## src/rtl/pipe_ctrl_pkg.sv

```systemverilog
// Shared definitions for the pipeline stall/flush controller.
package pipe_ctrl_pkg;

  // Memory-wait tracking states
  typedef enum logic {
    RUN      = 1'b0,
    MEM_WAIT = 1'b1
  } ctrl_state_e;

  // r0 is hardwired to zero and never carries a real dependency
  localparam logic [4:0] REG_ZERO = 5'd0;

  // Which hazard class owns the pipeline controls this cycle
  typedef enum logic [1:0] {
    NONE    = 2'd0,
    MEM     = 2'd1,
    BRANCH  = 2'd2,
    LOADUSE = 2'd3
  } hz_cause_e;

endpackage

```

## src/rtl/pipe_hazard_ctrl_hazard_detect.sv

```systemverilog
// Load-use comparator: the ID instruction reads a register the load in EX writes.
module hazard_detect
  import pipe_ctrl_pkg::*;
(
  input  logic [4:0] id_rs,
  input  logic [4:0] id_rt,
  input  logic       id_uses_rs,
  input  logic       id_uses_rt,
  input  logic       ex_memread,
  input  logic [4:0] ex_rd,
  output logic       load_use
);

  logic rs_hit;
  logic rt_hit;

  // Operand match only counts when that operand is really read
  always_comb begin
    rs_hit   = id_uses_rs && (id_rs == ex_rd);
    rt_hit   = id_uses_rt && (id_rt == ex_rd);
    load_use = ex_memread && (ex_rd != REG_ZERO) && (rs_hit || rt_hit);
  end

endmodule

```

## src/rtl/pipe_hazard_ctrl.sv

```systemverilog
// Central stall/flush controller for the 5-stage pipeline.
// Memory waits freeze everything, taken branches flush IF/ID and ID/EX,
// load-use inserts one bubble. Enables and flushes are combinational.
module pipe_hazard_ctrl
  import pipe_ctrl_pkg::*;
#(
  parameter int MEM_TIMEOUT = 64,
  parameter int CNT_W       = 32
) (
  input  logic             clk,
  input  logic             rst,
  input  logic [4:0]       id_rs,
  input  logic [4:0]       id_rt,
  input  logic             id_uses_rs,
  input  logic             id_uses_rt,
  input  logic             ex_memread,
  input  logic [4:0]       ex_rd,
  input  logic             branch_taken,
  input  logic             mem_req,
  input  logic             mem_ready,
  output logic             en_pc,
  output logic             en_ifid,
  output logic             en_idex,
  output logic             en_exmem,
  output logic             en_memwb,
  output logic             flush_ifid,
  output logic             flush_idex,
  output logic             mem_err,
  output logic [CNT_W-1:0] stall_cnt
);

  localparam int                WCNT_W  = $clog2(MEM_TIMEOUT) + 1;
  localparam logic [WCNT_W-1:0] TO_LAST = WCNT_W'(MEM_TIMEOUT - 1);

  ctrl_state_e       state, state_nxt;
  logic [WCNT_W-1:0] wait_cnt;
  logic              load_use;
  logic              mem_stall;
  logic              timeout;
  hz_cause_e         cause;

  hazard_detect u_hazard_detect (
    .id_rs      (id_rs),
    .id_rt      (id_rt),
    .id_uses_rs (id_uses_rs),
    .id_uses_rt (id_uses_rt),
    .ex_memread (ex_memread),
    .ex_rd      (ex_rd),
    .load_use   (load_use)
  );

  // Hazard classification; a timed-out wait is treated as if memory answered
  always_comb begin
    mem_stall = mem_req && !mem_ready;
    timeout   = (state == MEM_WAIT) && mem_stall && (wait_cnt == TO_LAST);
    if (mem_stall && !timeout) cause = MEM;
    else if (branch_taken)     cause = BRANCH;
    else if (load_use)         cause = LOADUSE;
    else                       cause = NONE;
  end

  // State register
  always_ff @(posedge clk) begin
    if (rst) state <= RUN;
    else     state <= state_nxt;
  end

  // Next-state: enter wait on a memory stall, leave on ready, drop or timeout
  always_comb begin
    state_nxt = state;
    case (state)
      RUN:      if (mem_stall) state_nxt = MEM_WAIT;
      MEM_WAIT: if (!mem_stall || timeout) state_nxt = RUN;
      default:  state_nxt = RUN;
    endcase
  end

  // Output decode; the flush overrides the enable on the same register
  always_comb begin
    en_pc      = 1'b1;
    en_ifid    = 1'b1;
    en_idex    = 1'b1;
    en_exmem   = 1'b1;
    en_memwb   = 1'b1;
    flush_ifid = 1'b0;
    flush_idex = 1'b0;
    if (rst) begin
      {en_pc, en_ifid, en_idex, en_exmem, en_memwb} = 5'b00000;
      flush_ifid = 1'b1;
      flush_idex = 1'b1;
    end else begin
      case (cause)
        MEM: {en_pc, en_ifid, en_idex, en_exmem, en_memwb} = 5'b00000;
        BRANCH: begin
          flush_ifid = 1'b1;
          flush_idex = 1'b1;
        end
        LOADUSE: begin
          en_pc      = 1'b0;
          en_ifid    = 1'b0;
          flush_idex = 1'b1;
        end
        default: ;
      endcase
    end
  end

  // Wait counter counts stalled memory cycles, including the one entering the wait
  always_ff @(posedge clk) begin
    if (rst)                        wait_cnt <= '0;
    else if (state_nxt == MEM_WAIT) wait_cnt <= wait_cnt + 1'b1;
    else                            wait_cnt <= '0;
  end

  // Timeout pulse and saturating stall counter
  always_ff @(posedge clk) begin
    if (rst) begin
      mem_err   <= 1'b0;
      stall_cnt <= '0;
    end else begin
      mem_err <= timeout;
      if (!en_pc && !(&stall_cnt)) stall_cnt <= stall_cnt + 1'b1;
    end
  end

endmodule

```

## config.mk

```make
export PLATFORM = sky130hd
export DESIGN_NAME = pipe_hazard_ctrl
export DESIGN_NICKNAME = d
export VERILOG_FILES = /design/src/rtl/pipe_ctrl_pkg.sv /design/src/rtl/pipe_hazard_ctrl_hazard_detect.sv /design/src/rtl/pipe_hazard_ctrl.sv
export SDC_FILE = /design/constraint.sdc
export NUM_CORES = 1
export LEC_CHECK = 0
export ABC_CLOCK_PERIOD_IN_PS = 4300
export CORE_ASPECT_RATIO = 0.8
export CORE_UTILIZATION = 41
export DETAILED_ROUTE_END_ITERATION = 7
export GPL_TIMING_DRIVEN = 0
export PLACE_DENSITY = 0.7
export SYNTH_ARGS = -nofsm -noshare
export SYNTH_HDL_FRONTEND = slang
export SYNTH_SLANG_ARGS = --single-unit
export TNS_END_PERCENT = 20
```

## constraint.sdc

```tcl
create_clock -name clk -period 4.3 [get_ports clk]
set_input_delay 1.29 -clock clk [delete_from_list [all_inputs] [get_ports clk]]
set_output_delay 1.29 -clock clk [all_outputs]
set_load 0.02 [all_outputs]
```

==> impl_metrics.env, run 1 <==
export IMPL_max_cap_violations=0
export IMPL_crit_type="input pin to primary output"
export IMPL_cts_sink_count=41
export IMPL_hold_path_class="flop to flop"
export IMPL_htreeDepth=2
export IMPL_start_util=0.425
export IMPL_grt_pass1_wl_um=10600
export IMPL_synth_cell_types=44
export IMPL_core_area_um2=5470
export IMPL_drtAntennaViolNets=0
export IMPL_max_slew_margin=0.571
export IMPL_syn_area_um2=2320
export IMPL_antenna_found_initial=0
export IMPL_io_pins=63
export IMPL_ir_drop_uv=123
export IMPL_ys_warn_count=0
export IMPL_cts_root_buf="clkbuf_8"
export IMPL_clock_latency_ns=0.30
export IMPL_cp_required_ns=3.01
export IMPL_drt_initial_drc_count=177
export IMPL_die_x_um=86.1
export IMPL_overflow=0
export IMPL_dp_hpwl_um=4540
export IMPL_grt_usage=0.221
export IMPL_synth_top_cell_area_share=0.353
export IMPL_synth_async_reset_ratio=0
export IMPL_worstSetupEndpointType="primary output"
export IMPL_setup_worst_path_start_class="input pin"
export IMPL_slew_violations=0
export IMPL_fmax_mhz=235
export IMPL_drtPass1Iterations=4
export IMPL_hold_viol_final=0
export IMPL_tightestPinTransition_ns=0.634
export IMPL_grt_max_degree=16
export IMPL_final_setup_skew_ns=0.0145
export IMPL_synth_most_common_cell="dfxtp_1"
export IMPL_syn_area_per_cell_um2=8.44
export IMPL_syn_num_nets=300
export IMPL_syn2layout_area_growth_pct=37.8
export IMPL_post_drt_wl_per_cell_um=14.8
export IMPL_io_buffers=62
export IMPL_yosys_area_top_type="dfxtp_1"
export IMPL_yosysSeqAreaShare=0.353
export IMPL_avgViaCountPerCell=5.72
export IMPL_drc=0
export IMPL_synth_seq_cells=41
export IMPL_regArea_um2=821
export IMPL_status="complete, no violations"
export IMPL_leakagePower_nw=1.11
export IMPL_cts_inserted_buffers=5
export IMPL_die_area_um2=5970
export IMPL_postLayoutCellArea_um2=3200
export IMPL_ys_flop_type="dfxtp_1"
export IMPL_syn_inst=275
export IMPL_powerDensity_nw_per_um2=232
export IMPL_critPathMaxFanout=10
export IMPL_fin_crit_ns=4.25
export IMPL_drive_gt1_frac=0.121
export IMPL_multi_input_comb_area_um2=1380
export IMPL_finalSetupViolations=0
export IMPL_cts_tree="built"
export IMPL_place_congestion=0.885
export IMPL_hold_buffers=0
export IMPL_netlist_top_cells_count="41 x dfxtp_1, 27 x a21oi_1, 19 x or4_1, 17 x nor2_1, 17 x o31ai_1"
export IMPL_place_area_um2=3040
export IMPL_placed_cells=415
export IMPL_synth_edff_count=0
export IMPL_row_count=24
export IMPL_num_antenna_cells=0
export IMPL_crit_arrival_ns=2.96
export IMPL_n_fill_cell=510
export IMPL_die_height_um=69.3
export IMPL_finalNetCount=372
export IMPL_stdcell_count=426
export IMPL_clk_pin_slew_ns=0.08
export IMPL_wl_um=6310
export IMPL_cts_path_max_buffers=2
export IMPL_fin_crit_sh=0.989
export IMPL_dr_total_vias=2436
export IMPL_grt_pass1_vias=2239
export IMPL_setup_tns_ns=0
export IMPL_synth_area_top_cells="dfxtp_1 35%, or4_1 6.1%, a21oi_1 5.8%"
export IMPL_rsz0062_at_grt="true"
placed cells by master, fill, tap and decap left out, types with 6 or more instances in the layout:
cell              n
clkdlybuf4s50_1  52
dfxtp_1          41
a21oi_1          27
or4_1            18
nor2_1           17
o31ai_1          17
nand3_1          16
nand2_1          14
nand4_1          12
xor2_1           10
o21ai_1           8
buf_4             8
or3_1             7
nor2b_1           6
inv_1             6
worst paths after layout:
kind	start	endpoint	slack, ns	depth (start not counted)
worst max-delay path	rst	flush_ifid	0.05	4
worst min-delay path	wait_cnt[0]	wait_cnt[0]	0.45	1
worst max register to register	wait_cnt[0]	stall_cnt[20]	1.83	11
worst min register to register	wait_cnt[0]	wait_cnt[0]	0.45	1
area by class of cell:
| cell class | instances | share of cell area |
|---|---|---|
| timing repair buffer | 67 | 0.214 |
| tap | 78 | 0.0305 |
| clock buffer | 6 | 0.0227 |
| clock inverter | 2 | 0.00313 |
| inverter | 7 | 0.00821 |
| sequential | 41 | 0.256 |
| multi-input combinational | 210 | 0.431 |
| buffer | 15 | 0.0336 |
through the flow:
stage	worst slack [ns]	hold WS, ns	total power, mW	utilization
3_5_place_dp	-1.04	0.441	0.492	0.556
3_3_place_gp	-0.993	0.432	0.490	0.556
2_1_floorplan	0.179	0.413	0.442	-
6_report	0.0488	0.454	0.742	0.586
4_1_cts	-0.103	0.453	0.744	0.578
5_1_grt	-0.0412	0.485	0.775	0.586
layer usage:
metal | track usage | part of all wire | vias up
met2 | 0.332 | 0.45 | 97
met1 | 0.313 | 0.47 | 1149
met3 | 0.0512 | 0.068 | 6
li1 | - | - | 1184
met4 | 0.0667 | 0.0090 | 0
met5 | 0 | 0 | -
kinds of logic after synthesis:
group | Yosys count | share of synthesized area
AOI/OAI and AO/OA | 64 | 0.169
xor gates and xnor gates | 15 | 0.0566
adders and majority gates | 2 | 0.0108
buffers and inverters | 24 | 0.0614
DFF | 41 | 0.353
muxes | 5 | 0.0242
and+or+nand+nor | 124 | 0.324
what timing repair did:
action                     4_1_cts  5_1_grt
setup endpoints to repair        4        2
pin swaps                        1        3
hold endpoints to repair         0        0
gates resized for setup         12       14
gates cloned                     1        0
buffers inserted                 2        2
report_power, final:
part | internal, mW | switching, mW | leakage (nW)
registers | 0.382 | 0.00352 | 0.331
logic | 0.0533 | 0.0510 | 0.734
clock network | 0.113 | 0.140 | 0.0450
worst max-delay path, stage by stage:
cell             delay [ns]
clkdlybuf4s50_1        0.62
clkbuf_2               0.31
a21o_1                 0.13
clkdlybuf4s50_1        0.60
state kept, by name, indices dropped and copies added (netlist names):
register and cells:
wait_cnt 7, mem_err 1, state 1, stall_cnt 32
Power figures use the tool's default switching activity.
==> inputs of run 2 (changes only) <==
- SYNTH_HIERARCHICAL: not set -> 1
==> impl_metrics.env, run 2 <==
export IMPL_synth_seq_cells=41
export IMPL_max_cap_violations=0
export IMPL_finalNetCount=371
export IMPL_grt_max_degree=14
export IMPL_synthAdderAreaFrac=0.0111
export IMPL_num_antenna_cells=0
export IMPL_die_height_um=68.4
export IMPL_synthMuxAreaShare=0.00499
export IMPL_clk_pin_slew_ns=0.08
export IMPL_io_buffers=62
export IMPL_ys_warn_count=6
export IMPL_syn_area_um2=2260
export IMPL_cts_root_buf="clkbuf_8"
export IMPL_rsz0062_at_grt="true"
export IMPL_status="finished, violations left"
export IMPL_fin_crit_sh=0.995
export IMPL_power_total_mw=0.846
export IMPL_drc=4
export IMPL_htreeDepth=2
export IMPL_synth_async_reset_ratio=0
export IMPL_ys_flop_type="dfxtp_1"
export IMPL_critPathMaxFanout=3
export IMPL_die_area_um2=5810
export IMPL_postLayoutCellArea_um2=3170
export IMPL_row_count=23
export IMPL_synth_top_cell_area_share=0.364
export IMPL_hold_buffers=0
export IMPL_cts_inserted_buffers=5
export IMPL_switchingPower_mw=0.190
export IMPL_synth_top_family_by_area="simple AND/OR/NAND/NOR gates"
export IMPL_final_setup_skew_ns=0.00607
export IMPL_synth_compound_area_frac=0.213
export IMPL_leakagePower_nw=1.07
export IMPL_syn_inst=272
export IMPL_crit_arrival_ns=2.99
export IMPL_seq_power_share=0.457
export IMPL_clock_power_share=0.438
export IMPL_layout_common_cells="43 x clkdlybuf4s50_1, 41 x dfxtp_1, 29 x a21oi_1"
export IMPL_final_common_cell="clkdlybuf4s50_1"
export IMPL_cts_sink_count=41
export IMPL_p_comb_frac=0.105
export IMPL_grt_pass1_wl_um=10600
export IMPL_synth_most_common_cell="dfxtp_1"
export IMPL_reg_top3="stall_cnt: 32 flops, wait_cnt: 7 flops"
export IMPL_core_area_um2=5150
export IMPL_drtAntennaViolNets=0
export IMPL_fmax_mhz=234
export IMPL_antenna_found_initial=0
export IMPL_intPower_mw=0.656
export IMPL_yosysSeqAreaShare=0.364
export IMPL_ir_drop_uv=178
export IMPL_avgViaCountPerCell=5.91
export IMPL_dr_total_vias=2418
export IMPL_violations="DRC"
export IMPL_grt_use_met1=0.339
export IMPL_finalSetupViolations=0
export IMPL_busiest_layer="met2"
export IMPL_start_util=0.438
export IMPL_syn_area_per_cell_um2=8.30
export IMPL_io_pins=63
export IMPL_syn2layout_area_growth_pct=40.2
export IMPL_die_x_um=85.0
export IMPL_cts_path_max_buffers=2
export IMPL_post_drt_wl_per_cell_um=16.0
export IMPL_tightestPinTransition_ns=0.888
export IMPL_setup_tns_ns=0
export IMPL_drtPass1Iterations=7
export IMPL_hold_viol_final=0
export IMPL_largest_register_ffs=32
export IMPL_met2_usage=0.351
export IMPL_synth_area_top_cells="dfxtp_1 36%, a21oi_1 6.7%, or4_1 6.0%"
export IMPL_synth_edff_count=0
export IMPL_dp_hpwl_um=4630
export IMPL_max_slew_margin=0.402
export IMPL_worstSetupEndpointType="primary output"
export IMPL_fin_crit_ns=4.28
export IMPL_cts_tree="built"
export IMPL_gr_usage_met3=0.0386
export IMPL_yosys_area_top_type="dfxtp_1"
export IMPL_grt_pass1_vias=2123
export IMPL_cp_required_ns=3.01
export IMPL_drt_initial_drc_count=164
export IMPL_synthXorXnorAreaFrac=0.0582
export IMPL_place_area_um2=2960
export IMPL_hold_path_class="flop to flop"
export IMPL_netlist_top_cells_count="41 x dfxtp_1, 30 x a21oi_1, 18 x or4_1"
export IMPL_clock_latency_ns=0.29
export IMPL_syn_num_nets=297
export IMPL_crit_type="input pin to primary output"
export IMPL_wl_um=6540
export IMPL_slew_violations=0
export IMPL_powerDensity_nw_per_um2=267
export IMPL_grt_usage=0.232
export IMPL_synth_cell_types=44
export IMPL_overflow=0
export IMPL_setup_worst_path_start_class="input pin"
export IMPL_yosys_area_share_simple=0.308
export IMPL_drive_gt1_frac=0.127
export IMPL_holdWs_ns=0.454
export IMPL_p_sw_frac=0.225
export IMPL_largest_register="stall_cnt"
export IMPL_place_congestion=0.812
[run 2: changes by cell type after synthesis, moves of 3 or more]
cell	change
o21ai_0	+10
buf_6	-3
a21oi_1	+3
clkbuf_1	+4
and2_1	-4
nor2b_1	-3
mux2_1	-3
nand4_1	-6
nand4b_1	+3
and3_1	+3
o21ai_1	-7
[run 2: critical path: stages]
cell and delay (ns):
dlygate4sd2_1 0.28, xor2_1 0.19, nor4_2 0.30, nand3_1 0.13
a21oi_2 0.15, a21o_1 0.20, nor2_4 0.06, clkbuf_8 0.15
buf_4 0.13, buf_6 0.12
[run 2: what timing repair did]
| action | in CTS | in global routing |
|---|---|---|
| resized for setup | 38 | 9 |
| setup endpoints to repair | 7 | 5 |
| buffers inserted | 5 | 0 |
| pin swaps | 7 | 5 |
| gates cloned | 0 | 0 |
[run 2: per-layer routing]
metal  routed length, um  vias up  share of wire
met2                2840       78           0.43
met4                  61        0         0.0093
met1                3230     1136           0.49
li1                    -     1196              -
met3                 412        8          0.063
met5                   0        -              0
[run 2: kinds of logic after synthesis]
kind of cell | after synthesis
compound gates | 77
xor+xnor | 15
fa+ha+maj | 2
buf+inv | 19
flops | 41
mux | 1
simple gates | 117
[run 2: cell type report]
| class | count | area (um^2) |
|---|---|---|
| multi-input combinational | 212 | 1380 |
| clock buffer | 5 | 68.8 |
| buffer | 15 | 95.1 |
| clock inverter | 3 | 65.1 |
| sequential | 41 | 821 |
| inverter | 4 | 15.0 |
| timing repair buffer | 67 | 642 |
| fill | 452 | 1990 |
| tap | 62 | 77.6 |
[run 2: worst paths after layout]
| path | start | endpoint | slack (ns) | cells after the start |
|---|---|---|---|---|
| worst max register to register | wait_cnt[0] | stall_cnt[12] | 1.78 | 7 |
| worst min-delay path | wait_cnt[0] | wait_cnt[0] | 0.45 | 1 |
| worst min register to register | wait_cnt[0] | wait_cnt[0] | 0.45 | 1 |
| worst max-delay path | ex_rd[3] | en_pc | 0.02 | 10 |
[run 2: per-stage QoR]
step,cells,utilization,setup WS (ns)
finish,409,0.615,0.0202
global route,409,0.615,-0.0371
CTS,409,0.610,0.000442
detailed placement,396,0.574,-1.17
global placement,396,0.574,-1.15
floorplan,272,-,0.0368
[run 2: power by group through the flow]
| stage | Combinational, mW | Clock, mW | Sequential [mW] |
|---|---|---|---|
| after floorplan | 0.0361 | 0 | 0.397 |
| after global placement | 0.0828 | 0 | 0.395 |
| after detailed placement | 0.0841 | 0 | 0.395 |
| after CTS | 0.0864 | 0.374 | 0.386 |
| after global routing | 0.0951 | 0.395 | 0.387 |
| final | 0.0889 | 0.371 | 0.386 |
==> inputs of run 3 (changes only) <==
- ABC_CLOCK_PERIOD_IN_PS: 4300 -> 3900
- CAP_MARGIN: not set -> 20
- PLACE_DENSITY: 0.7 -> 0.73
- clock period: 4.3 -> 3.9 ns (I/O delays scaled with it)
==> impl_metrics.env, run 3 (same netlist as run 2, synthesis figures left out) <==
export IMPL_core_area_um2=5150
export IMPL_crit_arrival_ns=2.66
export IMPL_slew_violations=0
export IMPL_intPower_mw=0.608
export IMPL_clock_latency_ns=0.30
export IMPL_cts_path_max_buffers=2
export IMPL_fmax_mhz=261
export IMPL_final_setup_skew_ns=0.00207
export IMPL_start_util=0.438
export IMPL_final_common_cell="clkdlybuf4s50_1"
export IMPL_cts_tree="built"
export IMPL_layout_common_cells="42 x clkdlybuf4s50_1, 41 x dfxtp_1, 29 x a21oi_1"
export IMPL_leakagePower_nw=1.03
export IMPL_finalSetupViolations=0
export IMPL_wl_um=6370
export IMPL_dp_hpwl_um=4590
export IMPL_fin_crit_sh=0.983
export IMPL_fin_crit_ns=3.83
export IMPL_worstSetupEndpointType="primary output"
export IMPL_die_area_um2=5810
export IMPL_place_ws_ns=-1.13
export IMPL_critPathMaxFanout=4
export IMPL_clk_pin_slew_ns=0.08
export IMPL_largest_register_ffs=32
export IMPL_place_congestion=0.852
export IMPL_seq_power_share=0.525
export IMPL_hold_buffers=0
export IMPL_tightestPinTransition_ns=0.702
export IMPL_die_x_um=85.0
export IMPL_switchingPower_mw=0.203
export IMPL_io_buffers=62
export IMPL_max_cap_violations=0
export IMPL_drive_gt1_frac=0.141
export IMPL_cts_inserted_buffers=5
export IMPL_p_comb_frac=0.119
export IMPL_cp_required_ns=2.73
export IMPL_drt_initial_drc_count=166
export IMPL_reg_top3="stall_cnt: 32 flops, wait_cnt: 7 flops"
export IMPL_finalNetCount=373
export IMPL_clock_power_share=0.357
export IMPL_io_pins=63
export IMPL_powerDensity_nw_per_um2=261
export IMPL_setup_worst_path_start_class="input pin"
export IMPL_regArea_um2=821
export IMPL_setup_tns_ns=0
export IMPL_grt_pass1_wl_um=10700
export IMPL_place_area_um2=2960
export IMPL_multi_input_comb_area_um2=1380
export IMPL_crit_type="input pin to primary output"
export IMPL_postLayoutCellArea_um2=3100
export IMPL_setup_ws_ns=0.0678
export IMPL_hold_viol_final=0
export IMPL_avgViaCountPerCell=5.97
export IMPL_overflow=0
export IMPL_violations="DRC"
export IMPL_cts_sink_count=41
export IMPL_post_drt_wl_per_cell_um=15.5
export IMPL_die_height_um=68.4
export IMPL_ir_drop_uv=132
export IMPL_grt_max_degree=12
export IMPL_status="finished, violations left"
export IMPL_grt_pass1_vias=2189
export IMPL_grt_usage=0.236
export IMPL_htreeDepth=2
export IMPL_largest_register="stall_cnt"
export IMPL_num_antenna_cells=0
export IMPL_p_sw_frac=0.250
export IMPL_row_count=23
export IMPL_n_fill_cell=488
export IMPL_drtAntennaViolNets=0
export IMPL_drtPass1Iterations=7
export IMPL_cts_root_buf="clkbuf_8"
export IMPL_max_slew_margin=0.527
export IMPL_drc=4
export IMPL_hold_path_class="flop to flop"
export IMPL_antenna_found_initial=0
export IMPL_dr_total_vias=2448
export IMPL_syn2layout_area_growth_pct=37.5
-- run 3: cell types whose count changed in the layout (fill, tap and decap cells not counted), moves of 2 or more --
cell            change
clkbuf_2            +3
buf_2               +2
dlygate4sd2_1       -2
bufinv_16           -2
buf_4               +2
dlymetal6s2s_1      -2
-- run 3: final timing paths --
check	endpoint	cells after the start	from	slack, ns
setup / recovery	en_pc	8	ex_rd[2]	0.07
hold / removal	wait_cnt[0]	1	wait_cnt[0]	0.45
setup reg to reg	stall_cnt[15]	7	stall_cnt[13]	1.40
hold reg to reg	wait_cnt[0]	1	wait_cnt[0]	0.45
-- run 3: routing by layer --
metal	wire, um	GRT usage
met5	0	0
met4	68	0.0784
met3	339	0.0410
met2	2750	0.363
met1	3210	0.335
-- run 3: repair_timing --
| item | in CTS | in global routing |
|---|---|---|
| endpoints found under the setup margin | 7 | 5 |
| pin swaps | 7 | 6 |
| gates resized for setup | 46 | 16 |
| endpoints found under the hold margin | 0 | 0 |
| buffers inserted | 6 | 2 |
-- run 3: final cells by class --
cell class	instances	area share
multi-input combinational	212	0.446
sequential	41	0.265
timing repair buffer	70	0.205
clock buffer	7	0.0278
buffer	14	0.0274
tap	62	0.0250
inverter	4	0.00484
-- run 3: power groups by stage --
stage / Clock [mW] / Combinational (mW) / Sequential, mW
2_1_floorplan: 0 / 0.0400 / 0.437
3_3_place_gp: 0 / 0.0910 / 0.436
3_5_place_dp: 0 / 0.0923 / 0.436
4_1_cts: 0.293 / 0.0940 / 0.426
5_1_grt: 0.309 / 0.104 / 0.426
6_report: 0.289 / 0.0964 / 0.426
-- run 3: stage by stage --
step           instances   util  hold WS [ns]  total power, mW
6_report             410  0.602         0.453            0.811
5_1_grt              410  0.602         0.478            0.839
3_3_place_gp         396  0.574         0.433            0.527
4_1_cts              409  0.602         0.456            0.813
2_1_floorplan        272      -         0.413            0.477
3_5_place_dp         396  0.574         0.443            0.528
-- run 3: worst max-delay path, cell delays in order --
cell	delay (ns)
clkdlybuf4s15_1	0.23
or4_4	0.50
o21ai_2	0.16
a21oi_2	0.05
a21o_1	0.20
nor2_4	0.14
buf_6	0.11
buf_6	0.10
